[config.mk]
export PLATFORM = sky130hd
export DESIGN_NAME = core_inst_seq
export DESIGN_NICKNAME = d
export VERILOG_FILES = /design/src/rtl/core_inst_seq.sv
export SDC_FILE = /design/constraint.sdc
export NUM_CORES = 1
export LEC_CHECK = 0
export CORE_AREA = 5 5 180 182
export CTS_BUF_LIST = sky130_fd_sc_hd__clkbuf_4 sky130_fd_sc_hd__clkbuf_8 sky130_fd_sc_hd__clkbuf_16
export CTS_CLUSTER_SIZE = 40
export DETAILED_ROUTE_END_ITERATION = 10
export DIE_AREA = 0 0 185 187
export PLACE_DENSITY = 0.68
export SLEW_MARGIN = 20
export SYNTH_ARGS = -nofsm -noshare
export SYNTH_HDL_FRONTEND = slang
export SYNTH_SLANG_ARGS = --single-unit
[constraint.sdc]
create_clock -name clk -period 2 [get_ports clk]
set_input_delay 0.6 -clock clk [delete_from_list [all_inputs] [get_ports clk]]
set_output_delay 0.6 -clock clk [all_outputs]
set_load 0.1 [all_outputs]
[src/rtl/core_inst_seq.sv]
`default_nettype none
// ============================================================================
// Module   : core_inst_seq
// Brief    : Instruction sequencer for a Q/K attention core. It streams host
//            Q and K vectors into the core memories, loads K, runs execute,
//            moves the psums and reads the psum rows back as results.
// Revision : 1.0 - initial release
// ============================================================================
module core_inst_seq #(
  parameter int bw          = 8,
  parameter int pr          = 8,
  parameter int col         = 8,
  parameter int bw_psum     = 20,
  parameter int total_cycle = 8,
  parameter int gap         = 10
) (
  input  logic                   clk,
  input  logic                   reset,
  input  logic                   start,
  input  logic                   in_valid,
  output logic                   in_ready,
  input  logic [pr*bw-1:0]       in_data,
  output logic [pr*bw-1:0]       mem_in,
  output logic [16:0]            inst,
  input  logic [bw_psum*col-1:0] pmem_out,
  output logic                   result_valid,
  output logic [3:0]             result_addr,
  output logic [bw_psum*col-1:0] result_data,
  output logic                   busy,
  output logic                   done
);

  // Instruction word bit positions
  localparam int B_OFIFO_RD = 16;
  localparam int B_EXECUTE  = 7;
  localparam int B_LOAD     = 6;
  localparam int B_QMEM_RD  = 5;
  localparam int B_QMEM_WR  = 4;
  localparam int B_KMEM_RD  = 3;
  localparam int B_KMEM_WR  = 2;
  localparam int B_PMEM_RD  = 1;
  localparam int B_PMEM_WR  = 0;

  // The gap counter only needs to reach gap-1
  localparam int GW = (gap > 1) ? $clog2(gap) : 1;

  localparam logic [3:0]    TC_LAST  = 4'(total_cycle - 1);
  localparam logic [3:0]    COL_LAST = 4'(col - 1);
  localparam logic [3:0]    KL_LAST  = 4'(col);
  localparam logic [GW-1:0] GAP_LAST = GW'(gap - 1);

  typedef enum logic [3:0] {
    S_IDLE  = 4'd0,
    S_QWR   = 4'd1,
    S_KWR   = 4'd2,
    S_KLOAD = 4'd3,
    S_KTAIL = 4'd4,
    S_GAP1  = 4'd5,
    S_EXEC  = 4'd6,
    S_GAP2  = 4'd7,
    S_MOVE  = 4'd8,
    S_PRD   = 4'd9,
    S_DONE  = 4'd10
  } state_t;

  state_t          state, state_n;
  logic [3:0]      step, step_n;
  logic [GW-1:0]   gcnt, gcnt_n;
  logic            phase, phase_n;
  logic [16:0]     inst_n;
  logic            done_n;
  logic            rd_second, rd_second_n;
  logic [3:0]      rd_addr, rd_addr_n;
  logic            ready;
  logic            hs;

  assign ready    = (state == S_QWR) || (state == S_KWR);
  assign in_ready = ready;
  assign hs       = in_valid & ready;
  assign busy     = (state != S_IDLE);

  // Next-state, counter and instruction decode; every output defaults to idle
  always_comb begin
    state_n     = state;
    step_n      = step;
    gcnt_n      = gcnt;
    phase_n     = phase;
    inst_n      = '0;
    done_n      = 1'b0;
    rd_second_n = (state == S_PRD) && phase;
    rd_addr_n   = step;
    case (state)
      S_IDLE: begin
        if (start) begin
          state_n = S_QWR;
          step_n  = '0;
        end
      end
      S_QWR: begin
        if (hs) begin
          inst_n[B_QMEM_WR] = 1'b1;
          inst_n[15:12]     = step;
          if (step == TC_LAST) begin
            state_n = S_KWR;
            step_n  = '0;
          end else begin
            step_n = step + 4'd1;
          end
        end
      end
      S_KWR: begin
        if (hs) begin
          inst_n[B_KMEM_WR] = 1'b1;
          inst_n[15:12]     = step;
          if (step == COL_LAST) begin
            state_n = S_KLOAD;
            step_n  = '0;
          end else begin
            step_n = step + 4'd1;
          end
        end
      end
      S_KLOAD: begin
        // kmem read runs one step behind load so the address lags by one
        inst_n[B_LOAD]    = 1'b1;
        inst_n[B_KMEM_RD] = (step != 4'd0);
        inst_n[15:12]     = (step <= 4'd1) ? 4'd0 : (step - 4'd1);
        if (step == KL_LAST) begin
          state_n = S_KTAIL;
          step_n  = '0;
        end else begin
          step_n = step + 4'd1;
        end
      end
      S_KTAIL: begin
        inst_n[B_LOAD] = 1'b1;
        state_n        = S_GAP1;
        gcnt_n         = '0;
      end
      S_GAP1: begin
        if (gcnt == GAP_LAST) begin
          state_n = S_EXEC;
          step_n  = '0;
        end else begin
          gcnt_n = gcnt + GW'(1);
        end
      end
      S_EXEC: begin
        inst_n[B_EXECUTE] = 1'b1;
        inst_n[B_QMEM_RD] = 1'b1;
        inst_n[15:12]     = step;
        if (step == TC_LAST) begin
          state_n = S_GAP2;
          gcnt_n  = '0;
        end else begin
          step_n = step + 4'd1;
        end
      end
      S_GAP2: begin
        if (gcnt == GAP_LAST) begin
          state_n = S_MOVE;
          step_n  = '0;
        end else begin
          gcnt_n = gcnt + GW'(1);
        end
      end
      S_MOVE: begin
        inst_n[B_OFIFO_RD] = 1'b1;
        inst_n[B_PMEM_WR]  = 1'b1;
        inst_n[11:8]       = step;
        if (step == TC_LAST) begin
          state_n = S_PRD;
          step_n  = '0;
          phase_n = 1'b0;
        end else begin
          step_n = step + 4'd1;
        end
      end
      S_PRD: begin
        // Each address is held for two read cycles; data is taken after the second
        inst_n[B_PMEM_RD] = 1'b1;
        inst_n[11:8]      = step;
        phase_n           = ~phase;
        if (phase) begin
          if (step == TC_LAST) begin
            state_n = S_DONE;
            step_n  = '0;
          end else begin
            step_n = step + 4'd1;
          end
        end
      end
      S_DONE: begin
        done_n  = 1'b1;
        state_n = S_IDLE;
      end
      default: begin
        state_n = S_IDLE;
      end
    endcase
  end

  // State, counters and registered core-facing outputs
  always_ff @(posedge clk) begin
    if (reset) begin
      state     <= S_IDLE;
      step      <= '0;
      gcnt      <= '0;
      phase     <= 1'b0;
      inst      <= '0;
      mem_in    <= '0;
      done      <= 1'b0;
      rd_second <= 1'b0;
      rd_addr   <= '0;
    end else begin
      state     <= state_n;
      step      <= step_n;
      gcnt      <= gcnt_n;
      phase     <= phase_n;
      inst      <= inst_n;
      done      <= done_n;
      rd_second <= rd_second_n;
      rd_addr   <= rd_addr_n;
      if (hs) begin
        mem_in <= in_data;
      end
    end
  end

  // Capture the psum row at the end of the second read cycle of each address
  always_ff @(posedge clk) begin
    if (reset) begin
      result_valid <= 1'b0;
      result_addr  <= '0;
      result_data  <= '0;
    end else begin
      result_valid <= rd_second;
      if (rd_second) begin
        result_addr <= rd_addr;
        result_data <= pmem_out;
      end
    end
  end

endmodule
`default_nettype wire

## Word-level counts from Yosys, hierarchy flattened

Cells that the tools add are included.

- Register bits after elaboration: 265
- Input port bits: 228
- Output and inout port bits: 249
- Logic and storage cells: 110

- Add/subtract/negate cells: 3
- Magnitude comparators: 1
- Equality and inequality tests: 29
- Muxes and demuxes: 35
- Bitwise gates (word level): 6
- Reduce and logical (&&, ||, !) cells: 20

Operators with widths:

| kind | number |
|---|---|
| 4-bit two-way mux | 23 |
| 4-bit one-hot mux with 10 select lines | 1 |
| 4-bit one-hot mux with 7 select lines | 1 |
| 4-bit one-hot mux with 3 select lines | 2 |
| 2-bit != test, second input constant | 11 |
| 4-bit by 3-bit == test with 1-bit output, second input constant | 5 |
| 4-bit == test, second input constant | 5 |
| 2-bit OR reduction | 8 |
| 12-bit AND reduction | 1 |
| 2-bit by 1-bit != test with 1-bit output, second input constant | 5 |
| 4-bit by 1-bit adder with 4-bit output, second input constant | 2 |
| 4-bit by 2-bit == test with 1-bit output, second input constant | 2 |
| 4-bit nonzero test | 2 |
| 1-bit two-way mux | 7 |
| 7-bit nonzero test | 1 |
| 6-bit AND reduction | 1 |
| 1-bit inverter | 5 |
| 4-bit by 1-bit == test with 1-bit output, second input constant | 1 |
| 4-bit by 1-bit less-or-equal comparator with 1-bit output, second input constant | 1 |
| 4-bit logical NOT | 1 |
| 4-bit by 1-bit subtractor with 4-bit output, second input constant | 1 |
| 3-bit AND reduction | 1 |
| 3-bit nonzero test | 1 |
| 1-bit one-hot mux with 2 select lines | 1 |
| other kinds (5) | 5 |

## Depth between registers and ports, before layout

Gate-level depths: netlist (run 1).

- Depth after elaboration: 5
- Gate-level depth with buffers: 7
- Gate-level depth less buffers: 7

## Least setup slack after synthesis (run 1)

No wires, ideal clock.

- Path kind: reg-to-output
- Start point: reg state[3]
- End point: out in_ready
- Data arrival time: 2762 ps
- Data required time: 1400 ps
- Path slack: -1362 ps
- Stages on the path, launching flop included: 4
- Buffers on the path: 2
- Cells stage by stage: dfxtp_1 -> buf_4 -> clkbuf_1 -> nor3_1

- Word-level cells in the longest chain between the ends: 2
- Elaborated cells on any way between the ends: 3
- Those cells by class: eq/ne: 2; reduce/logical: 1

RTL lines:

| what | line | RTL |
|---|---|---|
| from (decl) | 66 | `state_t state, state_n;` |
| from (signal assigned) | 216 | `state <= state_n;` |
| 4-bit by 1-bit == test with 1-bit output or 4-bit by 2-bit == test with 1-bit output (tied branches) | 77 | `assign ready = (state == S_QWR) \|\| (state == S_KWR);` |
| 1-bit logical OR * | 77 |  |
| to (decl) | 21 | `output logic in_ready,` |

Mark *: on every way between the ends. The rest lies on a longest branch, timed or not.

## Final worst setup path (run 1)

- Start point: reg state[1]
- End point: out in_ready

Same word-level chain as after synthesis.

==> impl.org, run 1 <==
** STA
- Final setup viols :: 2
- Setup repair after global routing could not meet its margin everywhere.
- Max-Slew Margin vs Limit :: 69.0%
- Worst hold slack :: approximately 0.35 ns
- In the post-route analysis, the smallest setup slack over all paths is -0.135 ns.
- Layout Skew :: 0.0154 ns
- The smallest clock period supported by the final layout is computed as 2.14 ns.
- The number of endpoints with negative hold slack in the final report was 0.
- Pins Over Slew Limit :: 0
- Static timing analysis puts the maximum clock frequency at 468 MHz.
- Worst Max-Slew Pin Slew :: 0.461 ns
- Final clock period utilization by the worst path :: 107%

** Finish
- The top cell types in the final layout, fill and taps aside, are sky130_fd_sc_hd__buf_12 (257), sky130_fd_sc_hd__dfxtp_1 (256), sky130_fd_sc_hd__clkdlybuf4s50_1 (226), sky130_fd_sc_hd__nor2_1 (185), sky130_fd_sc_hd__mux2i_1 (166).
- Leaving out fill and tap cells, the most frequent cell in the layout is sky130_fd_sc_hd__buf_12.
- Post-layout instance count excluding filler cells :: 1912
- The post-route netlist has 25.6% of its cells at a drive strength greater than 1.
- Number of nets at the end of the flow :: between 1.5k and 2k
- Finished Core Util :: 61.5%
- Cell area after layout :: roughly 0.019 mm^2
- Layout-stage area growth over the synthesis result :: 94.1%

** Die
- Number of top-level pins :: between 400 and 500
- The floorplan step defined a core boundary enclosing between 0.03 and 0.04 mm^2.
- The die is between 150 and 200 um tall.
- The initial utilization of the core area, before any placement, comes to 31.7%.
- Die extent in x :: 185 um
- Cell Rows :: between 60 and 70
- The die covers 0.0346 mm^2.

** Power
- The internal portion of the total power is between 10 and 15 mW.
- In this run switching power makes up 34.5% of total power.
- In this run, flip-flops and latches consume 34.0% of the power.
- Summed over all cells, the static leakage comes to 6.92 nW.
- Worst-case vdd ir drop :: around 760 uV
- In this run the power spent charging and discharging nets is 5.96 mW.
- The share of total power dissipated in combinational logic is 33.9%.
- Ratio of total power to cell area :: 922 mW/mm^2
- The share of total power dissipated in the clock network is 32.2%.

** Logic synthesis
- Share of the synthesized area in the top cell type :: 54.6%
- Part of the Yosys area used for sequential elements :: 54.6%
- Summing every instance area after synthesis gives slightly below 0.01 mm^2.
- In this run, synthesis inferred 0 flip-flops with an integrated enable.
- Count of unique library cells instantiated by Yosys :: 54
- Top_reg_cell synth :: sky130_fd_sc_hd__dfxtp_1
- FF+latch count, synth :: 263
- Cell type contributing the most total cell area after synthesis :: sky130_fd_sc_hd__dfxtp_1
- Synth area leaders :: sky130_fd_sc_hd__dfxtp_1 (55%), sky130_fd_sc_hd__mux2i_1 (17%), sky130_fd_sc_hd__nor2_1 (7.3%)
- Count of warnings emitted by yosys :: 0
- Gate count of the mapped netlist :: 1004
- A synthesized cell averages slightly below 10 um^2.
- Counting every net in the synthesized netlist gives between 1k and 1.5k.
- Async set-reset flop share out of synthesis :: 0%

** Critical path
- The worst setup path is of the flop to output port kind.
- The critical path contains buffers and inverters numbering 2 combined.
- Category of the worst setup path launch point :: flop
- The setup check on the worst reg-to-reg path leaves a slack of 0.05 ns.
- Cell with the biggest individual delay on the critical path :: sky130_fd_sc_hd__dfxtp_4
- Walking the worst path, the cells encountered are buf_6 > xnor2_4 > nor3_4 > buf_12.
- Critical Path Start :: state[1]$_SDFFE_PP0P_
- In this design, the stage delay of the slowest critical-path cell is around 0.36 ns.
- Kind of cell adding the most delay to the critical path :: flip-flops
- STA puts the critical path data arrival time at 1.54 ns.
- Max FO, Critical Path :: 4
- In this run the critical register-to-register path is launched from state[0]$_SDFFE_PP0P_.
- Endpoint type of the worst setup path :: output port
- Data required time at the worst endpoint :: around 1.4 ns

** Clock network
- The tree is rooted in a sky130_fd_sc_hd__clkbuf_16.
- TritonCTS built the clock tree.
- Clock-pin slew was measured on the worst setup and hold paths at 0.06 ns.
- Counting the buffers created by CTS gives 30.
- For the worst-skew pair, the clock arrives at the later sink with an insertion delay of 0.55 ns.
- The clock net in this run drives a total of 263 sinks.
- Clock tree buffer depth :: 3
- H-tree Lvls :: 1

** Run status
- Failing checks :: setup timing
- The flow ran to the end, but the final reports show violations.

** Placed design
- Routability cong. :: 0.788
- Placed cell areas :: ~0.017 mm^2
- Once detailed placement completed, the half-perimeter wirelength came to roughly 26 mm.
- The count of buffers added on input and output ports is 476.
- Placed cell count :: 1840

** Global route
- The via count of the first global-routing pass came to about 9.0k.
- Total track usage :: 18.9%
- The number of antenna violations at the first check in global routing is 2.
- Overflow left after global routing :: 0
- The first global-routing pass estimated 52.2 mm of wire.
- Entering global routing, the biggest net connects 77 pins.

** Detailed routing
- In the detailed route, the total length drawn on met2 is 17.3 mm.
- Highest metal layer with signal wires :: met5
- In the routed design, unresolved DRC markers number 0.
- The detailed router put a total of around 13 mm of wire on met1.
- In this run, the number of DRC markers left after iteration 0 of detailed routing was 304.
- Vias :: 8816
- The first detailed-routing pass took 4 iterations.
- Met3 layer wire length in the routed design :: ~3.3 mm
- In the routed layout, each cell is associated on average with a via count of around 4.6.
- The count of nets left with antenna violations once routing finished came out at 0.
- Total wire length :: 34.8 mm
- After detailed routing, the average wire length per cell comes to 18.2 um.

** Hold path
- Origin of the worst min-delay path :: reset
- Hold Crit Class :: input port to flop

** Flow run
- Max-cap violations in this run came to 0.
## Yosys cell counts (2+ instances only)
| library cell | number |
|---|---|
| sky130_fd_sc_hd__nor2b_1 | 5 |
| sky130_fd_sc_hd__mux2i_1 | 166 |
| sky130_fd_sc_hd__a21o_1 | 4 |
| sky130_fd_sc_hd__a2111o_1 | 2 |
| sky130_fd_sc_hd__and3b_1 | 4 |
| sky130_fd_sc_hd__nand3b_1 | 3 |
| sky130_fd_sc_hd__and4bb_1 | 2 |
| sky130_fd_sc_hd__or3_1 | 3 |
| sky130_fd_sc_hd__nand4b_1 | 3 |
| sky130_fd_sc_hd__buf_6 | 3 |
| sky130_fd_sc_hd__nand2_1 | 135 |
| sky130_fd_sc_hd__buf_1 | 16 |
| sky130_fd_sc_hd__nor3_1 | 11 |
| sky130_fd_sc_hd__nand3_1 | 6 |
| sky130_fd_sc_hd__o21ai_0 | 5 |
| sky130_fd_sc_hd__and2_1 | 3 |
| sky130_fd_sc_hd__nor2_1 | 187 |
| sky130_fd_sc_hd__buf_2 | 12 |
| sky130_fd_sc_hd__buf_4 | 5 |
| sky130_fd_sc_hd__ha_1 | 6 |
| sky130_fd_sc_hd__inv_1 | 4 |
| sky130_fd_sc_hd__nand2b_1 | 5 |
| sky130_fd_sc_hd__and3_1 | 2 |
| sky130_fd_sc_hd__a21oi_1 | 77 |
| sky130_fd_sc_hd__a31oi_1 | 2 |
| sky130_fd_sc_hd__clkbuf_1 | 40 |
| sky130_fd_sc_hd__or3b_1 | 2 |
| sky130_fd_sc_hd__o21ai_4 | 2 |
| sky130_fd_sc_hd__dfxtp_1 | 263 |
| sky130_fd_sc_hd__o22ai_1 | 2 |
## power groups by stage
| stage | clock network [mW] | logic, mW | registers [mW] |
|---|---|---|---|
| after global routing | 5.97 | 6.12 | 5.90 |
| after global placement | 0 | 5.54 | 5.99 |
| after CTS | 5.74 | 5.72 | 5.87 |
| final | 5.55 | 5.85 | 5.86 |
| after detailed placement | 0 | 5.58 | 6.01 |
| after floorplan | 0 | 1.64 | 7.61 |
## layout make-up
| type | count | area, um^2 |
|---|---|---|
| diodes | 2 | 5.00 |
| clock buffers | 46 | 921 |
| clock inverters | 8 | 104 |
| fillers | 2384 | 11700 |
| inverters | 5 | 18.8 |
| multi-input cells | 660 | 4090 |
| flip-flops and latches | 263 | 5290 |
| well taps | 396 | 495 |
| repair buffers | 532 | 7790 |
## registers in the layout (all words and copies together), names as in the netlist
name	count
done	1
state	4
mem_in	64
rd_addr_n	4
result_valid	1
gcnt	4
rd_addr	4
rd_second	1
inst	15
result_addr	4
result_data	160
phase	1
## timing repair
item | in CTS | in global routing
buffers inserted | 4 | 12
hold buffers | 0 | 0
pin swaps | 2 | 4
gates resized for setup | 12 | 12
endpoints found under the setup margin | 3 | 31
## per-layer routing
layer / vias to the layer above / GRT usage [%]
met2: 362 / 33.7
li1: 4318 / -
met3: 50 / 6.55
met5: - / 0.714
met1: 4084 / 21.3
met4: 2 / 5.34
## worst paths after layout
path / to / cells past startpoint
worst max register to register: rd_addr_n[3]$_SDFFE_PP0P_ / 7
worst min-delay path: rd_addr_n[3]$_SDFFE_PP0P_ / 2
worst min register to register: result_addr[3]$_SDFFE_PP0P_ / 2
worst max-delay path: in_ready / 4
## stage by stage
step	power [mW]	worst slack [ns]	setup TNS, ns
after floorplan	9.25	-0.0265	-0.0265
after global routing	18.0	-0.196	-0.338
after global placement	11.5	-0.262	-0.562
after CTS	17.3	-0.224	-0.341
final	17.3	-0.135	-0.198
after detailed placement	11.6	-0.248	-0.641
## cell families (layout without fill, tap and decap cells)
| kind of cell | Yosys count | after routing | share of synthesized area (%) |
|---|---|---|---|
| simple gates | 382 | 382 | 17.0 |
| flops | 263 | 263 | 54.6 |
| mux | 166 | 166 | 17.2 |
| compound gates | 104 | 104 | 6.46 |
| buf+inv | 81 | 591 | 3.74 |
| fa+ha+maj | 6 | 6 | 0.779 |
| xor+xnor | 2 | 2 | 0.182 |
| other cells | 0 | 2 | 0 |
(Power assumes the default switching activity.)
==> run 2, diff against run 1 <==
REMOVE_ABC_BUFFERS = 1   (was unset)
==> run 2 against run 1 <==
  * The flow still finishes with violations (setup timing)
  * Combinational power increased by 3%
  * Global-route usage increased by 0.28 points
  * Critical path depth increased by 1
  * Largest power group is now combinational cells
  * Largest cell class unchanged
  * Maximum frequency decreased by 1.5%
  * Cell area increased by 0.14%
==> impl.org, run 2 (synthesized netlist as in run 1, its figures left out) <==
** Critical path
- The number of cells on the worst reg-to-reg path is 8 (+1).
- Data required time at the worst endpoint :: 1.40 ns (about the same)
- The largest driver fanout on the critical path is 3 (-1).
- The worst path arrival time is 1.57 ns (+0.03 ns).
- Critical Path Start :: state[1]$_SDFFE_PP0P_
- Endpoint type of the worst setup path :: output port
- Source of the worst register-to-register timing path :: state[0]$_SDFFE_PP0P_
- Crit Path Class :: flop to output port
- Category of the worst setup path launch point :: flop

** STA
- Final setup viols :: 3 (+1)
- The final cycle utilization of the critical path was 108% (+1.6 points).
- The clock skew after layout came to 0.0135 ns (-0.00197 ns).
- The maximum achievable frequency is 461 MHz (-1.5%).
- The final critical delay including setup and external delays is 2.17 ns (+0.0323 ns).
- The slew of the pin with the lowest slew margin was 0.402 ns (-0.0583 ns).
- Max-Slew Margin vs Limit :: 72.9% (+3.9 points)
- RSZ-0062 raised after global routing :: true
- The max-slew violation total from the final report was 0 (unchanged).
- The setup slack after layout came to -0.168 ns (-0.0323 ns).
- The number of endpoints with negative hold slack in the final report came to 0 (unchanged).
- Total Neg Setup Slack :: -0.242 ns (-0.0447 ns)

** Global route
- The all-layer global routing usage came to 19.2% (+0.28 points).
- Global routing usage on met1 :: 20.1% (-1.2 points)
- Overflow left after global routing :: 0 (unchanged)
- Initial antenna violation count :: 2 (unchanged)
- Met3 layer usage reported by global route :: 7.18% (+0.62 points)
- Wire length of the first global-routing pass :: 52.6 mm (+0.71%)
- Met2 usage in global routing :: 34.9% (+1.2 points)
- The via count of the first global-routing pass was 9126 (+1.4%).
- The pin count of the biggest net entering global routing is 86 (+12%).
- Most crowded layer after global routing :: met2

** Power
- The peak supply drop came to 815 uV (+6.7%).
- Leakage power :: 6.93 nW (+0.10%)
- Power Total :: 17.2 mW (-0.38%)
- Ratio of total power to cell area :: 918 mW/mm^2 (-0.52%)

** Clock network
- CTS Buf Count :: 29 (-3.3%)
- The clock transition at the registers of the reported paths came to 0.06 ns (about the same).
- The number of H-tree levels came to 1 (unchanged).
- Clock root buffer master :: sky130_fd_sc_hd__clkbuf_16
- The number of sinks handled by clock tree synthesis was 263 (unchanged).
- Clock network latency to the later pin of the worst-skew pair :: 0.54 ns (about the same)
- CTS tree :: yes
- Clock tree buffer depth :: 3 (unchanged)

** Detailed routing
- Avg Vias per Cell :: 4.65 (+0.84%)
- The number of nets with antenna violations after routing came to 0 (unchanged).
- Iteration count of the initial detailed-routing pass :: 4 (unchanged)
- First-iteration detailed-routing DRC count :: 384 (+26%)
- Vias :: 8909 (+1.1%)
- # DRC :: 0 (unchanged)
- Post-detailed-route wirelength per cell :: 18.8 um (+3.2%)
- The post-detailed-routing wire length was 36.0 mm (+3.4%).

** Finish
- Relative to the synthesized area, the layout overhead comes to 94.3%.
- Footprint of the flip-flops and latches :: 0.00528 mm^2 (about the same)
- The share of post-route cells with drive strength above 1 is 25.7% (+0.18 points).
- Leading cell type in the layout, fill and taps excluded :: sky130_fd_sc_hd__dfxtp_1
- The multi-input logic area came to 0.00410 mm^2 (+0.28%).
- Cell area after layout :: 0.0187 mm^2 (+0.14%)
- Commonest cells after routing, fill and taps aside :: sky130_fd_sc_hd__dfxtp_1 (258), sky130_fd_sc_hd__buf_12 (257), sky130_fd_sc_hd__clkdlybuf4s50_1 (226), sky130_fd_sc_hd__nor2_1 (185), sky130_fd_sc_hd__mux2i_1 (166)
- The total number of nets in the final design came to 1731 (+0.29%).
- result_data holds more flip-flops than any other register.
- Number of fillers in the final layout :: 2393 (+0.38%)
- The largest registers in the layout are result_data (160), mem_in (64), inst (15).
- Flip-flop count of the largest register after layout :: 160 (unchanged)

** Placed design
- The instance area after placement was 0.0175 mm^2 (unchanged).
- The weighted congestion at the end of routability-driven global placement is 0.812 (+3.0%).
- The count of buffers inserted at the top-level ports was 476 (unchanged).
- Worst setup slack after placement :: -0.370 ns (-0.122 ns)
- Detailed placement HPWL :: 26.8 mm (+1.5%)

** Die
- The chip width was 185 um (unchanged).
- The height of the die came to 187 um (unchanged).
- Initial Utilization :: 31.7% (unchanged)
- Cell Rows :: 64 (unchanged)
- The boundary pin count was 477 (unchanged).
- The die footprint is 0.0346 mm^2 (unchanged).
- Core area :: 0.0304 mm^2 (unchanged)

** Hold path
- Origin of the worst min-delay path :: reset
- Hold Path Depth :: 2 (unchanged)
- The path class of the tightest hold or removal check is input port to flop.

** Flow run
- The count of max-cap constraint violations came to 0 (unchanged).

** Run status
- The checks that failed: setup timing.
- The flow ran to the end, but the final reports show violations.
run 2: cell types whose count changed in the layout (fill, tap and decap cells not counted), sizes merged:
cell      before  now
clkinv         5    3
diode          2    1
bufinv         2    1
buf          305  310
clkinvlp       1    2
clkbuf        47   49
run 2: cell type report:
| type | instances | share of cell area, % |
|---|---|---|
| Timing Repair Buffer | 538 | 42.0 |
| Sequential cell | 263 | 28.2 |
| Multi-Input combinational cell | 660 | 21.9 |
| Clock buffer | 47 | 4.86 |
| Tap cell | 396 | 2.64 |
| Clock inverter | 6 | 0.321 |
| Inverter | 5 | 0.100 |
| Antenna cell | 1 | 0.0134 |
run 2: worst max-delay path: stages (launching register included):
cell	delay, ns
sky130_fd_sc_hd__dfxtp_4	0.35
sky130_fd_sc_hd__buf_6	0.13
sky130_fd_sc_hd__xnor2_4	0.13
sky130_fd_sc_hd__nor3_2	0.11
sky130_fd_sc_hd__buf_4	0.14
sky130_fd_sc_hd__buf_12	0.16
run 2: routing by layer:
metal  routed length (um)  part of all wire [%]  vias up
met5                   13                 0.036        -
met4                 1400                   3.9        2
met3                 3720                    10       77
met2                18300                    51      392
met1                12500                    35     4113
li1                     -                     -     4325
run 2: report_power, final:
part           total [mW]  switching, mW  internal, mW
clock                5.33           2.10          3.22
sequential           5.86          0.313          5.54
combinational        6.01           3.58          2.43
total                17.2           6.00          11.2
run 2: final timing paths:
kind | slack [ns] | to
worst max-delay path | -0.17 | in_ready
worst min-delay path | 0.43 | result_data[91]$_SDFFE_PP0P_
worst max register to register | -0.03 | rd_addr_n[3]$_SDFFE_PP0P_
worst min register to register | 0.47 | result_addr[1]$_SDFFE_PP0P_
run 2: what timing repair did:
| action | in CTS | in global routing |
|---|---|---|
| cloned | 0 | 1 |
| pin swaps | 6 | 4 |
| buffers inserted | 9 | 8 |
| endpoints found under the hold margin | 0 | 0 |
| resized for setup | 18 | 11 |
| hold buffers | 0 | 0 |
| endpoints found under the setup margin | 2 | 9 |
run 2: stage by stage:
step	hold WS, ns	cells	utilization (%)
after floorplan	0.441	928	-
after detailed placement	0.459	1844	57.5
after global placement	0.448	1844	57.5
after CTS	0.410	1906	61.1
final	0.430	1916	61.6
after global routing	0.424	1916	61.6
==> run 3, diff against run 2 <==
CELL_PAD_IN_SITES_DETAIL_PLACEMENT = 1   (was unset)
CELL_PAD_IN_SITES_GLOBAL_PLACEMENT = 2   (was unset)
CORE_AREA = 5 5 226 228   (was 5 5 180 182)
DIE_AREA = 0 0 231 233   (was 0 0 185 187)
PLACE_DENSITY = unset   (was 0.68)
PLACE_DENSITY_LB_ADDON = 0.1   (was unset)
==> run 3 against run 2 <==
  * The flow still finishes with violations (setup timing)
  * Critical path depth fell by 1
  * Clock-buffer cell count increased by 5
  * Total power increased by 9.2%
  * Die area up 56%
  * Global-route usage is 3.6 points lower
  * Non-clock buffer count is 1 higher
  * Sequential share of layout area fell by 1.0 points
  * Worst setup slack better by 0.052 ns
  * Worst hold slack lost 0.056 ns
  * Clock skew down 0.0068 ns
  * Critical path type unchanged
  * Largest cell class unchanged
==> impl.org, run 3 (synthesized netlist as in run 1, its figures left out) <==
** Run status
- The flow ran to the end, but the final reports show violations.
- Failing checks :: setup timing

** Finish
- Finished Core Util :: 40.0% (-22 points)
- The area growth from synthesis to layout is 102%.
- Number of nets at the end of the flow :: 1740 (+0.52%)
- The number of non-filler instances in the completed layout was 2164 (+13%).
- The library cell used most frequently in the layout, excluding fill and tap cells, is sky130_fd_sc_hd__buf_12.
- In the layout the commonest cells are sky130_fd_sc_hd__buf_12 (263), sky130_fd_sc_hd__dfxtp_1 (257), sky130_fd_sc_hd__clkdlybuf4s50_1 (226), sky130_fd_sc_hd__nor2_1 (184), sky130_fd_sc_hd__mux2i_1 (166).
- The share of post-route cells with drive strength above 1 came to 26.6% (+0.90 points).
- Flip-flop count of the largest register after layout :: 160 (unchanged)
- Largest registers :: result_data (160), mem_in (64), inst (15)
- Most flop-heavy register :: result_data

** Critical path
- The worst setup path is launched from a flop.
- The number of cells on the worst reg-to-reg path is 7 (-1).
- Critical path buffers and inverters :: 2 (-1)
- Data arrival time of the worst path :: 1.52 ns (-0.05 ns)
- The worst setup path is captured at an output port.
- The largest stage delay on the critical path came to 0.36 ns (about the same).
- The slowest stage of the critical path belongs to the cell sky130_fd_sc_hd__dfxtp_4.
- Ordered cell list for the critical path :: buf_6 > xnor2_4 > nor3_4 > buf_12
- The total stage count of the critical path came to 4 (-1).
- Data required time at the worst endpoint :: 1.40 ns (about the same)
- Among cell families on the critical path, the largest total delay comes from flip-flops.
- Max FO, Critical Path :: 2 (-1)
- By startpoint and endpoint, the worst setup path is classified as flop to output port.
- Worst-case register-to-register setup slack :: 0.09 ns (+0.12 ns)

** Power
- The sum of internal, switching and leakage power is 18.8 mW (+9.2%).
- The power density over the cells is 966 mW/mm^2 (+5.2%).
- The peak supply drop is 621 uV (-24%).
- The leakage power summed over all cells came to 7.13 nW (+2.9%).

** Placed design
- The count of buffers inserted at the top-level ports is 476 (unchanged).
- The number of placed instances with taps included was 2075 (+13%).
- The weighted congestion at the end of routability-driven global placement came to 0.765 (-5.9%).
- The estimated wirelength of the detail-placed design was 33.5 mm (+25%).

** Clock network
- Clock transition time at the flip-flop clock pins of the worst setup and hold paths :: 0.05 ns (about the same)
- The clock tree buffer depth is 3 (unchanged).
- Hold buffer count at CTS :: 0 (unchanged)
- The number of H-tree levels is 2 (+1).
- The clock insertion delay at the later pin of the skew report is 0.54 ns (about the same).
- CTS Buf Count :: 37 (+28%)
- The number of sinks handled by clock tree synthesis was 263 (unchanged).
- TritonCTS built the clock tree.
- Clock root buffer master :: sky130_fd_sc_hd__clkbuf_16

** Detailed routing
- The detail-routed via count per cell came to 4.16 (-11%).
- The number of vias in the routed layout was 8994 (+0.95%).
- Total wire length :: 43.7 mm (+21%)
- # DRC :: 0 (unchanged)
- Post-detailed-route wirelength per cell :: 20.2 um (+7.5%)
- Iteration count of the initial detailed-routing pass :: 4 (unchanged)
- The number of nets with antenna violations after routing is 0 (unchanged).
- The starting DRC count in detailed routing came to 265 (-31%).

** Global route
- The number of antenna violations at the first check in global routing is 19 (+17).
- The global-route wire length before repair was 63.0 mm (+20%).
- The pin count of the biggest net entering global routing was 91 (+5.8%).
- The all-layer global routing usage is 15.6% (-3.6 points).
- The via count of the first global-routing pass came to 9435 (+3.4%).
- The total global routing overflow was 0 (unchanged).

** STA
- Final setup viols :: 1 (-2)
- The tightest slew margin relative to the limit came to 65.9% (-7.1 points).
- Pins Over Slew Limit :: 0 (unchanged)
- Final hold vios :: 0 (unchanged)
- Achievable frequency :: 473 MHz (+2.5%)
- Min cycle time layout :: 2.12 ns (-0.0524 ns)
- The setup total negative slack was -0.115 ns (+0.127 ns).
- The clock skew after layout came to 0.00668 ns (-0.00678 ns).
- Worst Max-Slew Pin Slew :: 0.512 ns (+0.110 ns)
- RSZ-0062 raised after global routing :: true
- PnR worst setup slack :: -0.115 ns (+0.0524 ns)
- Worst hold slack :: 0.375 ns (-0.0559 ns)
- Final clock period utilization by the worst path :: 106% (-2.6 points)

** Die
- The chip width came to 231 um (+25%).
- Initial Utilization :: 19.8% (-12 points)
- Cell Rows :: 81 (+27%)
- The boundary pin count came to 477 (unchanged).
- The height of the die is 233 um (+25%).
- The area of the core was 0.0486 mm^2 (+60%).
- The die footprint came to 0.0538 mm^2 (+56%).

** Hold path
- Hold Crit Class :: input port to flop
- The depth of the worst hold-timing path came to 2 (unchanged).

** Flow run
- The count of max-cap constraint violations came to 0 (unchanged).
run 3: worst register-to-register path, stage by stage, from the launching register on:
cell and delay, ns:
sky130_fd_sc_hd__dfxtp_4 0.37, sky130_fd_sc_hd__buf_8 0.13, sky130_fd_sc_hd__buf_4 0.16, sky130_fd_sc_hd__and3b_1 0.19
sky130_fd_sc_hd__o21ai_4 0.20, sky130_fd_sc_hd__nand4_4 0.14, sky130_fd_sc_hd__or4b_1 0.48, sky130_fd_sc_hd__o2bb2ai_1 0.16
run 3: path summary, 6_finish.rpt:
path                                            start                           to
worst max register to register  state[0]$_SDFFE_PP0P_    rd_addr_n[2]$_SDFFE_PP0P_
worst min register to register  rd_addr[0]$_SDFF_PP0_  result_addr[0]$_SDFFE_PP0P_
worst max-delay path            state[1]$_SDFFE_PP0P_                     in_ready
worst min-delay path                            reset      mem_in[39]$_SDFFE_PP0P_
run 3: where the power goes:
part	internal [mW]	switching (mW)	leakage [nW]
Clock	4.33	2.57	0.658
Combinational	2.41	3.59	4.35
Sequential	5.55	0.323	2.13
run 3: stage by stage:
step / worst slack, ns / cell area, um^2
after floorplan: -4.07 / 9300
after global placement: -0.256 / 17900
after detailed placement: -0.286 / 17900
after CTS: -0.214 / 19300
after global routing: -0.169 / 19400
final: -0.115 / 19400
run 3: area by class of cell:
class	instances	area, um^2
multi-input combinational	660	4110
inverter	5	18.8
clock inverter	16	163
clock buffer	52	1130
tap	622	778
fill	5192	29200
timing repair buffer	539	7950
antenna	7	17.5
sequential	263	5290
run 3: routing by layer:
metal,global-route usage [%],part of all wire (%),up-vias
li1,-,-,4361
met1,17.7,39,4211
met2,24.9,46,321
met3,9.23,12,81
met4,4.46,2.5,20
met5,0,0.30,-
run 3: timing repair:
item                       CTS  global route
resized for setup           20            18
setup endpoints to repair    2             7
setup buffers                8             7
pin swaps                    5             9
